`src/rtl/c_mod_packetizer.sv`:
```
// Sample-to-byte packetizer feeding the c_mod_input Avalon-ST sink.
// Packet: HEADER, SEQ, {hi, lo} per sample, CSUM. A packet starts only once its whole payload is buffered.
module c_mod_packetizer #(
    parameter int unsigned SAMPLES_PER_PKT = 4,
    parameter int unsigned FIFO_DEPTH      = 16,
    parameter logic [7:0]  HEADER          = 8'hA5
) (
    input  logic                          clk,
    input  logic                          reset,
    input  logic                          enable,
    input  logic                          sample_valid,
    input  logic [15:0]                   sample_data,
    input  logic                          clear_status,
    output logic                          out_valid,
    output logic                          out_startofpacket,
    output logic [7:0]                    out_data,
    output logic                          out_endofpacket,
    output logic                          overflow,
    output logic [15:0]                   drop_count,
    output logic [$clog2(FIFO_DEPTH):0]   fifo_level
);

    localparam int unsigned LW = $clog2(FIFO_DEPTH) + 1;
    localparam int unsigned AW = (FIFO_DEPTH > 1) ? $clog2(FIFO_DEPTH) : 1;
    localparam int unsigned CW = $clog2(SAMPLES_PER_PKT + 1);

    typedef enum logic [2:0] {StIdle, StHdr, StSeq, StPh, StPl, StCsum} state_e;

    state_e         state_q, state_d;
    logic [15:0]    mem_q [FIFO_DEPTH];
    logic [AW-1:0]  rd_ptr_q, wr_ptr_q, rd_ptr_inc, wr_ptr_inc;
    logic [LW-1:0]  level_q, level_d;
    logic [CW-1:0]  cnt_q, cnt_d;
    logic [7:0]     seq_q, seq_d, csum_q, csum_d;
    logic           valid_q, valid_d, sop_q, sop_d, eop_q, eop_d;
    logic [7:0]     data_q, data_d, byte_sel;
    logic           overflow_q, overflow_d;
    logic [15:0]    drops_q, drops_d;
    logic [15:0]    head;
    logic           full, push, pop, drop, start;

    assign rd_ptr_inc = (rd_ptr_q == AW'(FIFO_DEPTH - 1)) ? '0 : rd_ptr_q + AW'(1);
    assign wr_ptr_inc = (wr_ptr_q == AW'(FIFO_DEPTH - 1)) ? '0 : wr_ptr_q + AW'(1);

    assign full  = (level_q == LW'(FIFO_DEPTH));
    assign pop   = (state_q == StPl);
    assign push  = sample_valid && enable && (!full || pop);
    assign drop  = sample_valid && enable && full && !pop;
    assign start = enable && (level_q >= LW'(SAMPLES_PER_PKT));

    // A PH byte chosen while the current word pops must come from the following word.
    assign head = pop ? mem_q[rd_ptr_inc] : mem_q[rd_ptr_q];

    always_comb begin
        level_d = level_q;
        unique case ({push, pop})
            2'b10:   level_d = level_q + LW'(1);
            2'b01:   level_d = level_q - LW'(1);
            default: level_d = level_q;
        endcase
    end

    always_comb begin
        state_d  = state_q;
        cnt_d    = cnt_q;
        seq_d    = seq_q;
        csum_d   = csum_q;
        valid_d  = 1'b0;
        sop_d    = 1'b0;
        eop_d    = 1'b0;
        data_d   = 8'h00;
        byte_sel = 8'h00;

        unique case (state_q)
            StIdle: if (start) state_d = StHdr;
            StHdr: begin
                state_d = StSeq;
                cnt_d   = '0;
            end
            StSeq: state_d = StPh;
            StPh:  state_d = StPl;
            StPl: begin
                if (cnt_q == CW'(SAMPLES_PER_PKT - 1)) begin
                    state_d = StCsum;
                end else begin
                    state_d = StPh;
                    cnt_d   = cnt_q + CW'(1);
                end
            end
            StCsum: begin
                seq_d   = seq_q + 8'd1;
                state_d = start ? StHdr : StIdle;
            end
            default: state_d = StIdle;
        endcase

        // Outputs are registered alongside the state, so decode the state being entered.
        case (state_d)
            StHdr: begin
                valid_d = 1'b1;
                sop_d   = 1'b1;
                data_d  = HEADER;
            end
            StSeq: begin
                valid_d = 1'b1;
                data_d  = seq_q;
                csum_d  = seq_q;
            end
            StPh, StPl: begin
                byte_sel = (state_d == StPh) ? head[15:8] : head[7:0];
                valid_d  = 1'b1;
                data_d   = byte_sel;
                csum_d   = csum_q + byte_sel;
            end
            StCsum: begin
                valid_d = 1'b1;
                eop_d   = 1'b1;
                data_d  = csum_q;
            end
            default: ;
        endcase
    end

    always_comb begin
        overflow_d = overflow_q;
        drops_d    = drops_q;
        if (clear_status) begin
            overflow_d = 1'b0;
            drops_d    = 16'h0000;
        end else if (drop) begin
            overflow_d = 1'b1;
            if (drops_q != 16'hFFFF) drops_d = drops_q + 16'd1;
        end
    end

    always_ff @(posedge clk) begin
        if (push) mem_q[wr_ptr_q] <= sample_data;
    end

    always_ff @(posedge clk) begin
        if (reset) begin
            state_q    <= StIdle;
            rd_ptr_q   <= '0;
            wr_ptr_q   <= '0;
            level_q    <= '0;
            cnt_q      <= '0;
            seq_q      <= 8'h00;
            csum_q     <= 8'h00;
            valid_q    <= 1'b0;
            sop_q      <= 1'b0;
            eop_q      <= 1'b0;
            data_q     <= 8'h00;
            overflow_q <= 1'b0;
            drops_q    <= 16'h0000;
        end else begin
            state_q    <= state_d;
            if (pop)  rd_ptr_q <= rd_ptr_inc;
            if (push) wr_ptr_q <= wr_ptr_inc;
            level_q    <= level_d;
            cnt_q      <= cnt_d;
            seq_q      <= seq_d;
            csum_q     <= csum_d;
            valid_q    <= valid_d;
            sop_q      <= sop_d;
            eop_q      <= eop_d;
            data_q     <= data_d;
            overflow_q <= overflow_d;
            drops_q    <= drops_d;
        end
    end

    assign out_valid         = valid_q;
    assign out_startofpacket = sop_q;
    assign out_endofpacket   = eop_q;
    assign out_data          = data_q;
    assign overflow          = overflow_q;
    assign drop_count        = drops_q;
    assign fifo_level        = level_q;

endmodule
```
`config.mk`:
```
export PLATFORM = sky130hd
export DESIGN_NAME = c_mod_packetizer
export DESIGN_NICKNAME = d
export VERILOG_FILES = /design/src/rtl/c_mod_packetizer.sv
export SDC_FILE = /design/constraint.sdc
export NUM_CORES = 1
export LEC_CHECK = 0
export ABC_CLOCK_PERIOD_IN_PS = 4000
export BUFFER_PORTS_ARGS = -buffer_cell sky130_fd_sc_hd__buf_4
export CORE_ASPECT_RATIO = 1.25
export CORE_MARGIN = 2
export CORE_UTILIZATION = 56
export DETAILED_ROUTE_END_ITERATION = 12
export PLACE_DENSITY_LB_ADDON = 0.05
export SLEW_MARGIN = 20
export SYNTH_ARGS = -nofsm -noshare
export SYNTH_HDL_FRONTEND = slang
export SYNTH_SLANG_ARGS = --single-unit
```
`constraint.sdc`:
```
create_clock -name clk -period 4 [get_ports clk]
set_clock_uncertainty 0.05 [all_clocks]
set_input_delay 0.8 -clock clk [delete_from_list [all_inputs] [get_ports clk]]
set_output_delay 0.8 -clock clk [all_outputs]
set_load 0.05 [all_outputs]
```
==> metrics.md, run 1 <==
| Metric | Value |
|---|---|
| Status | `complete, no violations` |
| CTS tree | `done` |
| Synth cell count leaders | `edfxtp_1 (256), mux4_2 (120), nand2_1 (97)` |
| Main combinational cell family by area after synthesis | `multiplexers` |
| Compound-Gate Fraction of Synth Area | `0.0613` |
| Yosys cell types | `68` |
| Total CTS buffers | `35` |
| Vias | `9989` |
| Placer Congestion | `0.858` |
| Net Count, Synth | `1082` |
| Adder-cell area share of the yosys netlist | `0.0189` |
| Iteration count of the initial detailed-routing pass | `6` |
| GR Util met2 | `0.475` |
| Ports | `54` |
| Clock transition at path regs | `0.07 ns` |
| Finished Layout Cells | `1561` |
| # diodes | `0` |
| Synthesized area per cell | `14.8 um2` |
| Hold Vio Cnt, Final | `0` |
| CP Depth | `17` |
| Die Wd | `152 um` |
| Slew margin rel. | `0.535` |
| FFs w/ async S/R, synth | `0` |
| Crit-path max cell delay | `0.39 ns` |
| Max clock buf depth | `3` |
| Crit-path slowest cell | `or3b_4` |
| Hold_ws | `0.442 ns` |
| Worst Path Max Fanout | `8` |
| Synth area leaders | `edfxtp_1 (50%), mux4_2 (18%), dfxtp_1 (8.7%)` |
| Top-count cell post-synth | `edfxtp_1` |
| Largest net degree at the start of global routing | `40` |
| WP buf/inv | `2` |
| Grt met1 use | `0.368` |
| DRC errors left | `0` |
| First-pass GRT wire length | `60600 um` |
| Xor and xnor area share after synthesis | `0.0193` |
| Mux contribution to synthesized area | `0.210` |
| Power per cell area | `390 nW/um2` |
| Clock Sinks | `323` |
| Total GRT Usage | `0.280` |
| Area delta synth->final | `20.5%` |
| Total chip power | `7230 uW` |
| Worst Hold Class | `flop to flop` |
| Met3 Usage GRT | `0.0417` |
| Count of flip-flops with a built-in enable after synthesis | `256` |
| Synth area leader | `edfxtp_1` |
| Leak Pwr | `0.00640 uW` |
| Core area | `26900 um2` |
| Grt peak-use layer | `met2` |
| Std-Cell Rows | `67` |
| Worst R2R Setup Slack | `0.12 ns` |
| Fraction of layout instances using a drive strength above 1 | `0.352` |
| Crit-path cells | `ha_1, ha_1, or3b_4, a21oi_4, buf_12, buf_8, mux4_2, mux2i_2, nor2_2, or3_4, ha_4, nor2_1, nor2_1, o41ai_2, xor2_1, and4_4, a2111oi_2` |
| Root Driver | `clkbuf_16` |
| Dpl cells | `1478` |
| Total detailed-routing wirelength | `40400 um` |
| Req. time, crit path | `4.37 ns` |
| Ys Warns | `0` |
| Synth top area share | `0.499` |
| CTS H-tree lvls | `2` |
| # hold bufs at CTS | `0` |
| Antenna violations before repair | `0` |
| Setup Total Neg Slack | `0 ns` |
| Max_cap viols | `0` |
| Place WS | `-0.225 ns` |
| FF-to-FF Start | `cnt_q[0]` |
| Total grt overflow | `0` |
| I/O Buffers | `53` |
| Final setup violation count | `0` |
| Final net count | `1232` |
| Die ar. | `28800 um2` |
| Seq cells post-synth | `323` |
| Setup ws final | `0.120 ns` |
| Crit path to | `csum_q[7]` |
| Final period utilization | `0.970` |
| Slew Limit Fails | `0` |
| Setup CP Type | `flop to flop` |
| Die Y | `189 um` |
| Post-synthesis simple-gate area fraction | `0.0799` |
| R2R depth | `17` |
| Worst setup path start | `cnt_q[0]` |
| Peak supply drop | `0.402 mV` |
| CP Data Arrival Time | `4.25 ns` |
| DP Wirelength | `26500 um` |
| Fmax | `258 MHz` |
| Crit-path leading delay family | `simple AND/OR/NAND/NOR gates` |
| RR Endpoint | `csum_q[7]` |
| Vias/cell | `6.40` |
| Post-DRT Antenna Nets | `0` |
| Least-Margin Pin Slew | `0.692 ns` |
| Initial Util | `0.572` |
| Post-Synthesis Cells | `1039` |
| Worst-Skew Late Latency | `0.52 ns` |
| Ys flop type | `edfxtp_1` |
| Final Critical Period | `3.88 ns` |
| CP startpoint kind | `flop` |
| Vias in the first global route | `10000` |
| Iter 0 DRT Violations | `1052` |
| Mapped cell area | `15400 um2` |
| Sequential area share after synthesis | `0.586` |
| Worst Setup End Kind | `flop` |
| DR WL/cell | `25.9 um` |
## power breakdown
group	leakage, uW	internal [uW]	switching (uW)
combinational	0.00295	70.9	110
clock	0.000595	2100	1310
sequential	0.00285	3640	11.4
## routing by layer
metal | wire length (um) | vias up
met3 | 2790 | 105
met1 | 15700 | 5014
li1 | - | 4409
met4 | 1580 | 0
met2 | 20400 | 461
met5 | 0 | -
## logic make-up after synthesis
kind of cell | Yosys count
AOI/OAI and AO/OA | 140
adders and majority gates | 22
muxes | 172
xor gates and xnor gates | 34
DFF | 323
buffers and inverters | 78
and+or+nand+nor | 270
## layout make-up
class	instances	area (um2)
Timing Repair Buffer	179	1560
Fill cell	1821	8350
Multi-Input combinational cell	638	6260
Clock buffer	43	957
Clock inverter	21	268
Tap cell	345	432
Sequential cell	323	9040
Inverter	12	45.0
## worst min-delay path by stage
stage / depth (start not counted) / endpoint / startpoint
detailed placement: 2 / overflow / overflow
floorplan: 2 / csum_q[0] / csum_q[0]
CTS: 2 / overflow / overflow
global route: 2 / csum_q[0] / csum_q[0]
finish: 2 / overflow / overflow
global placement: 2 / overflow / overflow
## placed cells by master (no fill, tap or decap), types with 6 or more instances in the layout
master     count
ha_1          15
nand3_1       23
a21oi_1       38
nor2_1        66
edfxtp_1     256
buf_12        16
xnor2_1       16
clkinv_1       6
a32oi_1        7
xor2_1        16
nand4_1        7
a31oi_1       10
inv_1         12
nand2b_1       7
nor2_2        13
buf_4        160
mux2_2         8
nand2_1       96
a22oi_1        8
nor3_1        13
bufinv_16      6
o21ai_0       14
clkbuf_16     36
mux4_2       120
dfxtp_1       61
mux2i_1       43
nor2b_1        6
nor3_2         6
## what timing repair did
| item | CTS | global route |
|---|---|---|
| buffers inserted | 8 | 11 |
| pin swaps | 2 | 14 |
| setup endpoints to repair | 2 | 2 |
| gates resized for setup | 9 | 43 |
## state kept, by name (all words and copies together), names as in the netlist, named ones only
| name | flops |
|---|---|
| csum_q | 8 |
| mem_q | 256 |
| cnt_q | 3 |
| overflow | 1 |
| out_startofpacket | 1 |
| fifo_level | 5 |
| out_data | 8 |
| seq_q | 8 |
| state_q | 3 |
| wr_ptr_q | 4 |
| out_valid | 1 |
| drop_count | 16 |
| rd_ptr_q | 4 |
| out_endofpacket | 1 |
## per-stage QoR
step	cell area (um2)	util
CTS	18300	0.679
floorplan	15400	-
global route	18600	0.690
finish	18600	0.690
detailed placement	17000	0.631
global placement	17000	0.631
## worst reg2reg max path, stage by stage (launching register included)
cell	delay, ns
dfxtp_1	0.32
ha_1	0.20
ha_1	0.19
or3b_4	0.39
a21oi_4	0.19
buf_12	0.14
buf_8	0.13
mux4_2	0.30
mux2i_2	0.22
nor2_2	0.09
or3_4	0.38
ha_4	0.28
nor2_1	0.04
nor2_1	0.11
o41ai_2	0.09
xor2_1	0.16
and4_4	0.21
a2111oi_2	0.31
No activity file was read; power rests on OpenSTA's default activity.
==> inputs of run 2 (changes only) <==
--- a/config.mk
+++ b/config.mk
@@ -12,6 +12,7 @@
 export CORE_UTILIZATION = 56
 export DETAILED_ROUTE_END_ITERATION = 12
 export PLACE_DENSITY_LB_ADDON = 0.05
+export SETUP_SLACK_MARGIN = 0.2
 export SLEW_MARGIN = 20
 export SYNTH_ARGS = -nofsm -noshare
 export SYNTH_HDL_FRONTEND = slang
==> run 2 against run 1 <==
Highest routed layer unchanged. Wire length is 0.12% higher. Combinational power hardly changed. Final area is 1.1% lower. Largest power group unchanged. Cell count fell by 0.96%.
==> metrics.md, run 2 (same netlist as run 1, synthesis figures left out) <==
| Metric | Value |
|---|---|
| Crit-path max cell delay | `0.56 ns` |
| FF+latch area | `9040 um2` |
| Iteration count of the initial detailed-routing pass | `5` |
| Crit-path leading delay family | `compound AO/OA/AOI/OAI gates` |
| Multi-input gate area | `6220 um2` |
| Post-DRT Antenna Nets | `0` |
| Setup CP Type | `flop to flop` |
| Initial Util | `0.572` |
| CTS tree | `done` |
| Worst Path Max Fanout | `10` |
| Antenna violations before repair | `0` |
| # diodes | `0` |
| Max clock buf depth | `3` |
| Largest net degree at the start of global routing | `40` |
| Worst-Skew Late Latency | `0.59 ns` |
| Area delta synth->final | `19.2%` |
| RSZ-0062 raised after global routing | `true` |
| Total CTS buffers | `31` |
| Leak Pwr | `0.00634 uW` |
| Fraction of layout instances using a drive strength above 1 | `0.342` |
| Total GRT Usage | `0.284` |
| Hold_ws | `0.440 ns` |
| Req. time, crit path | `4.43 ns` |
| Iter 0 DRT Violations | `899` |
| DRC errors left | `0` |
| Total detailed-routing wirelength | `40400 um` |
| Die Wd | `152 um` |
| Hold Vio Cnt, Final | `0` |
| Final period utilization | `0.965` |
| First-pass GRT wire length | `60900 um` |
| Met1 WL | `15900 um` |
| Commonest non-fill, non-tap cell in the layout | `edfxtp_1` |
| Crit-path slowest cell | `mux4_2` |
| Clock Sinks | `323` |
| Least-Margin Pin Slew | `1.03 ns` |
| Most frequent cells in the layout | `edfxtp_1 (256), buf_4 (152), mux4_2 (120)` |
| Filler cells | `1884` |
| CP startpoint kind | `flop` |
| Final Critical Period | `3.86 ns` |
| Die Y | `189 um` |
| Peak supply drop | `0.436 mV` |
| Core area | `26900 um2` |
| Ports | `54` |
| Max reg flops | `256` |
| CTS H-tree lvls | `1` |
| Setup Total Neg Slack | `0 ns` |
| Power per cell area | `378 nW/um2` |
| Worst setup path start | `rd_ptr_q[0]` |
| Status | `complete, no violations` |
| Critical Path Most Common Cell | `buf_12` |
| Std-Cell Rows | `67` |
| Most flop-heavy register | `mem_q` |
| Max_cap viols | `0` |
| Final setup violation count | `0` |
| Vias | `9922` |
| Crit-path cells | `ha_4, a31oi_4, buf_12, buf_12, buf_12, buf_4, mux4_2, o221ai_2, a211o_1, nand2_1, ha_1, nor3_2, nor2_2, o41ai_4, xor2_1, and4_4, a2111oi_2` |
| WP buf/inv | `4` |
| Fmax | `259 MHz` |
| Met2 WL | `19700 um` |
| Worst Setup End Kind | `flop` |
| Slew Limit Fails | `0` |
| Clock transition at path regs | `0.07 ns` |
| FF-to-FF Start | `rd_ptr_q[0]` |
| CP Data Arrival Time | `4.29 ns` |
| Placer Congestion | `0.866` |
| Dpl cells | `1473` |
| Slew margin rel. | `0.308` |
| DP Wirelength | `26200 um` |
| Met3 WL | `3200 um` |
| Die ar. | `28800 um2` |
| Vias/cell | `6.42` |
| DR WL/cell | `26.1 um` |
| Worst Hold Class | `flop to flop` |
| Total grt overflow | `0` |
| Vias in the first global route | `9858` |
| Highest Signal Layer | `met4` |
| Finished Layout Cells | `1546` |
| Root Driver | `clkbuf_16` |
| Hold path start | `overflow` |
| I/O Buffers | `53` |
| Final net count | `1219` |
## run 2: report_power, final
| group | switching (uW) | total (uW) | internal (uW) |
|---|---|---|---|
| Clock | 1280 | 3110 | 1830 |
| Sequential | 11.2 | 3650 | 3640 |
| Combinational | 109 | 180 | 71.1 |
## run 2: layout make-up
type / instances / share of cell area
Clock inverter: 18 / 0.00777
Multi-Input combinational cell: 638 / 0.339
Timing Repair Buffer: 170 / 0.0825
Sequential cell: 323 / 0.492
Inverter: 12 / 0.00245
Tap cell: 345 / 0.0235
Clock buffer: 40 / 0.0527
## run 2: per-layer routing
metal | vias up | GRT usage
met4 | 0 | 0.115
met2 | 437 | 0.464
met5 | - | 0
li1 | 4386 | -
met1 | 5017 | 0.383
met3 | 82 | 0.0520
## run 2: metrics by stage
stage	instance area (um2)	total power, uW	worst slack, ns	utilization
floorplan	15500	3800	0.199	-
global placement	16900	3890	-0.00765	0.629
detailed placement	16900	3890	-0.121	0.629
CTS	18300	6980	0.151	0.678
global route	18400	7140	-0.0140	0.682
finish	18400	6940	0.140	0.682
## run 2: what timing repair did
action                     in CTS  in global routing
hold buffers                    0                  0
setup buffers                   7                  6
pin swaps                      11                  5
resized for setup              20                 13
gates cloned                    2                  0
setup endpoints to repair       3                  2
## run 2: path summary, 6_finish.rpt
check	end	slack (ns)	depth (start not counted)
worst max-delay path	csum_q[7]	0.14	17
worst min-delay path	overflow	0.44	2
worst min register to register	overflow	0.44	2
worst max register to register	csum_q[7]	0.14	17
## run 2: worst min-delay path, cell delays in order (launching register included)
cell and delay, ns:
dfxtp_1 0.34, nor2_1 0.05, nor2_1 0.07
==> inputs of run 3 (changes only) <==
--- a/config.mk
+++ b/config.mk
@@ -7,9 +7,11 @@
 export LEC_CHECK = 0
 export ABC_CLOCK_PERIOD_IN_PS = 4000
 export BUFFER_PORTS_ARGS = -buffer_cell sky130_fd_sc_hd__buf_4
+export CELL_PAD_IN_SITES_DETAIL_PLACEMENT = 0
+export CELL_PAD_IN_SITES_GLOBAL_PLACEMENT = 1
 export CORE_ASPECT_RATIO = 1.25
 export CORE_MARGIN = 2
-export CORE_UTILIZATION = 56
+export CORE_UTILIZATION = 48
 export DETAILED_ROUTE_END_ITERATION = 12
 export PLACE_DENSITY_LB_ADDON = 0.05
 export SETUP_SLACK_MARGIN = 0.2
==> run 3 against run 2 <==
Cell count up 4.7%. Clock-buffer cell count up 8. Via count down 1.7%. Register-to-register slack better by 0.03 ns. Maximum frequency up 0.70%. First-iteration DRC count down 12%. Sequential share of layout area down 0.63 points. Worst setup slack better by 0.027 ns.
==> metrics.md, run 3 (same netlist as run 1, synthesis figures left out) <==
| Metric | Value |
|---|---|
| Peak supply drop | `0.374 mV` |
| Clock share of power | `0.456` |
| Multi-input gate area | `6240 um2` |
| Core area | `31700 um2` |
| Die Y | `204 um` |
| Clock Sinks | `323` |
| Total grt overflow | `0` |
| DP Wirelength | `26800 um` |
| CP Data Arrival Time | `4.21 ns` |
| Dpl cells | `1530` |
| Total CTS buffers | `35` |
| Max_cap viols | `0` |
| Setup Total Neg Slack | `0 ns` |
| Initial Util | `0.486` |
| Fmax | `261 MHz` |
| CTS tree | `done` |
| Power per cell area | `378 nW/um2` |
| Final Cell Area | `18600 um2` |
| Least-Margin Pin Slew | `0.757 ns` |
| # diodes | `0` |
| RR Endpoint | `csum_q[7]` |
| Dpl cell area | `17000 um2` |
| Die Wd | `164 um` |
| Worst setup path start | `rd_ptr_q[1]` |
| P_int | `5610 uW` |
| Area delta synth->final | `20.8%` |
| Sequential share of power | `0.519` |
| Slew Limit Fails | `0` |
| Hold path start | `overflow` |
| Crit-path cells | `ha_4, a31oi_4, buf_6, buf_12, buf_4, mux4_2, mux2_2, o21ai_0, a21oi_2, ha_4, nand2_1, o21ai_2, o41ai_2, xor2_1, and4_4, a2111oi_2` |
| Slew margin rel. | `0.493` |
| Die ar. | `33500 um2` |
| Final net count | `1225` |
| Hold endpoint | `overflow` |
| Vias | `9753` |
| Most frequent cells in the layout | `edfxtp_1 (256), buf_4 (145), mux4_2 (120)` |
| Post-DRT Antenna Nets | `0` |
| Clock transition at path regs | `0.06 ns` |
| FF+latch area | `9040 um2` |
| Filler cells | `2487` |
| Antenna violations before repair | `0` |
| Max reg flops | `256` |
| Total chip power | `7040 uW` |
| WP buf/inv | `3` |
| Worst hold stages | `2` |
| Max clock buf depth | `3` |
| CP startpoint kind | `flop` |
| Critical Path Most Common Cell | `ha_4` |
| FF-to-FF Start | `rd_ptr_q[1]` |
| I/O Buffers | `53` |
| Worst-Skew Late Latency | `0.54 ns` |
| Switching share of power | `0.202` |
| Fin util | `0.587` |
| Status | `complete, no violations` |
| Std-Cell Rows | `73` |
| Total GRT Usage | `0.256` |
| DRC errors left | `0` |
| R2R depth | `16` |
| Worst Path Max Fanout | `6` |
| Vias in the first global route | `9980` |
| Commonest non-fill, non-tap cell in the layout | `edfxtp_1` |
| Vias/cell | `6.03` |
| Ports | `54` |
| Final setup violation count | `0` |
| Iter 0 DRT Violations | `789` |
| Final Critical Period | `3.83 ns` |
| Hold Vio Cnt, Final | `0` |
| DR WL/cell | `25.6 um` |
| Leak Pwr | `0.00639 uW` |
| Root Driver | `clkbuf_16` |
| Placer Congestion | `0.798` |
| Req. time, crit path | `4.37 ns` |
| Crit-path max cell delay | `0.52 ns` |
| Total detailed-routing wirelength | `41400 um` |
| Fraction of layout instances using a drive strength above 1 | `0.344` |
| Most flop-heavy register | `mem_q` |
| Finished Layout Cells | `1618` |
| Crit-path leading delay family | `compound AO/OA/AOI/OAI gates` |
| Worst Setup End Kind | `flop` |
| Worst R2R Setup Slack | `0.17 ns` |
| First-pass GRT wire length | `62200 um` |
| CTS H-tree lvls | `2` |
| Sw Pwr | `1420 uW` |
| RSZ-0062 raised after global routing | `true` |
| Worst Hold Class | `flop to flop` |
| Combinational share of power | `0.026` |
| Largest net degree at the start of global routing | `40` |
| Setup CP Type | `flop to flop` |
| Iteration count of the initial detailed-routing pass | `5` |
| Crit-path slowest cell | `mux4_2` |
| Final period utilization | `0.958` |
run 3: timing repair:
action / in CTS / in global routing
setup buffers: 20 / 2
gates resized for setup: 30 / 5
pin swaps: 18 / 2
hold buffers: 0 / 0
setup endpoints to repair: 2 / 3
cloned: 5 / 0
run 3: cell type report:
cell class,count,area share
multi-input cells,638,0.335
clock inverters,13,0.00820
inverters,12,0.00242
flip-flops and latches,323,0.486
clock buffers,48,0.0526
repair buffers,172,0.0880
well taps,412,0.0277
run 3: worst max path at each step:
| stage | end | slack (ns) | cells after the start |
|---|---|---|---|
| after floorplan | csum_q[7] | 0.20 | 19 |
| after detailed placement | csum_q[7] | -0.07 | 15 |
| after global routing | csum_q[7] | -0.02 | 17 |
| after global placement | csum_q[7] | -0.07 | 15 |
| after CTS | csum_q[7] | 0.20 | 17 |
| final | csum_q[7] | 0.17 | 16 |
run 3: worst min-delay path, cell delays in order (launching register included):
cell and delay [ns]:
dfxtp_1 0.33, nor2_1 0.05, nor2_1 0.07
run 3: power by group through the flow:
stage          Clock [uW]  Sequential, uW  Combinational, uW
6_report             3210            3650                180
5_1_grt              3400            3650                197
4_1_cts              3270            3650                180
3_5_place_dp            0            3720                173
3_3_place_gp            0            3720                169
2_1_floorplan           0            3730               77.3
run 3: per-layer routing:
| layer | wire length (um) | track usage | up-vias | share of wire |
|---|---|---|---|---|
| li1 | - | - | 4381 | - |
| met1 | 17000 | 0.332 | 5027 | 0.41 |
| met2 | 21300 | 0.442 | 278 | 0.51 |
| met3 | 1930 | 0.0371 | 67 | 0.046 |
| met4 | 1130 | 0.0815 | 0 | 0.027 |
| met5 | 0 | 0 | - | 0 |
run 3: metrics by stage:
step,hold slack [ns],setup WS (ns)
finish,0.428,0.167
global placement,0.408,-0.0681
CTS,0.433,0.198
detailed placement,0.417,-0.0671
global route,0.437,-0.0188
floorplan,0.414,0.199
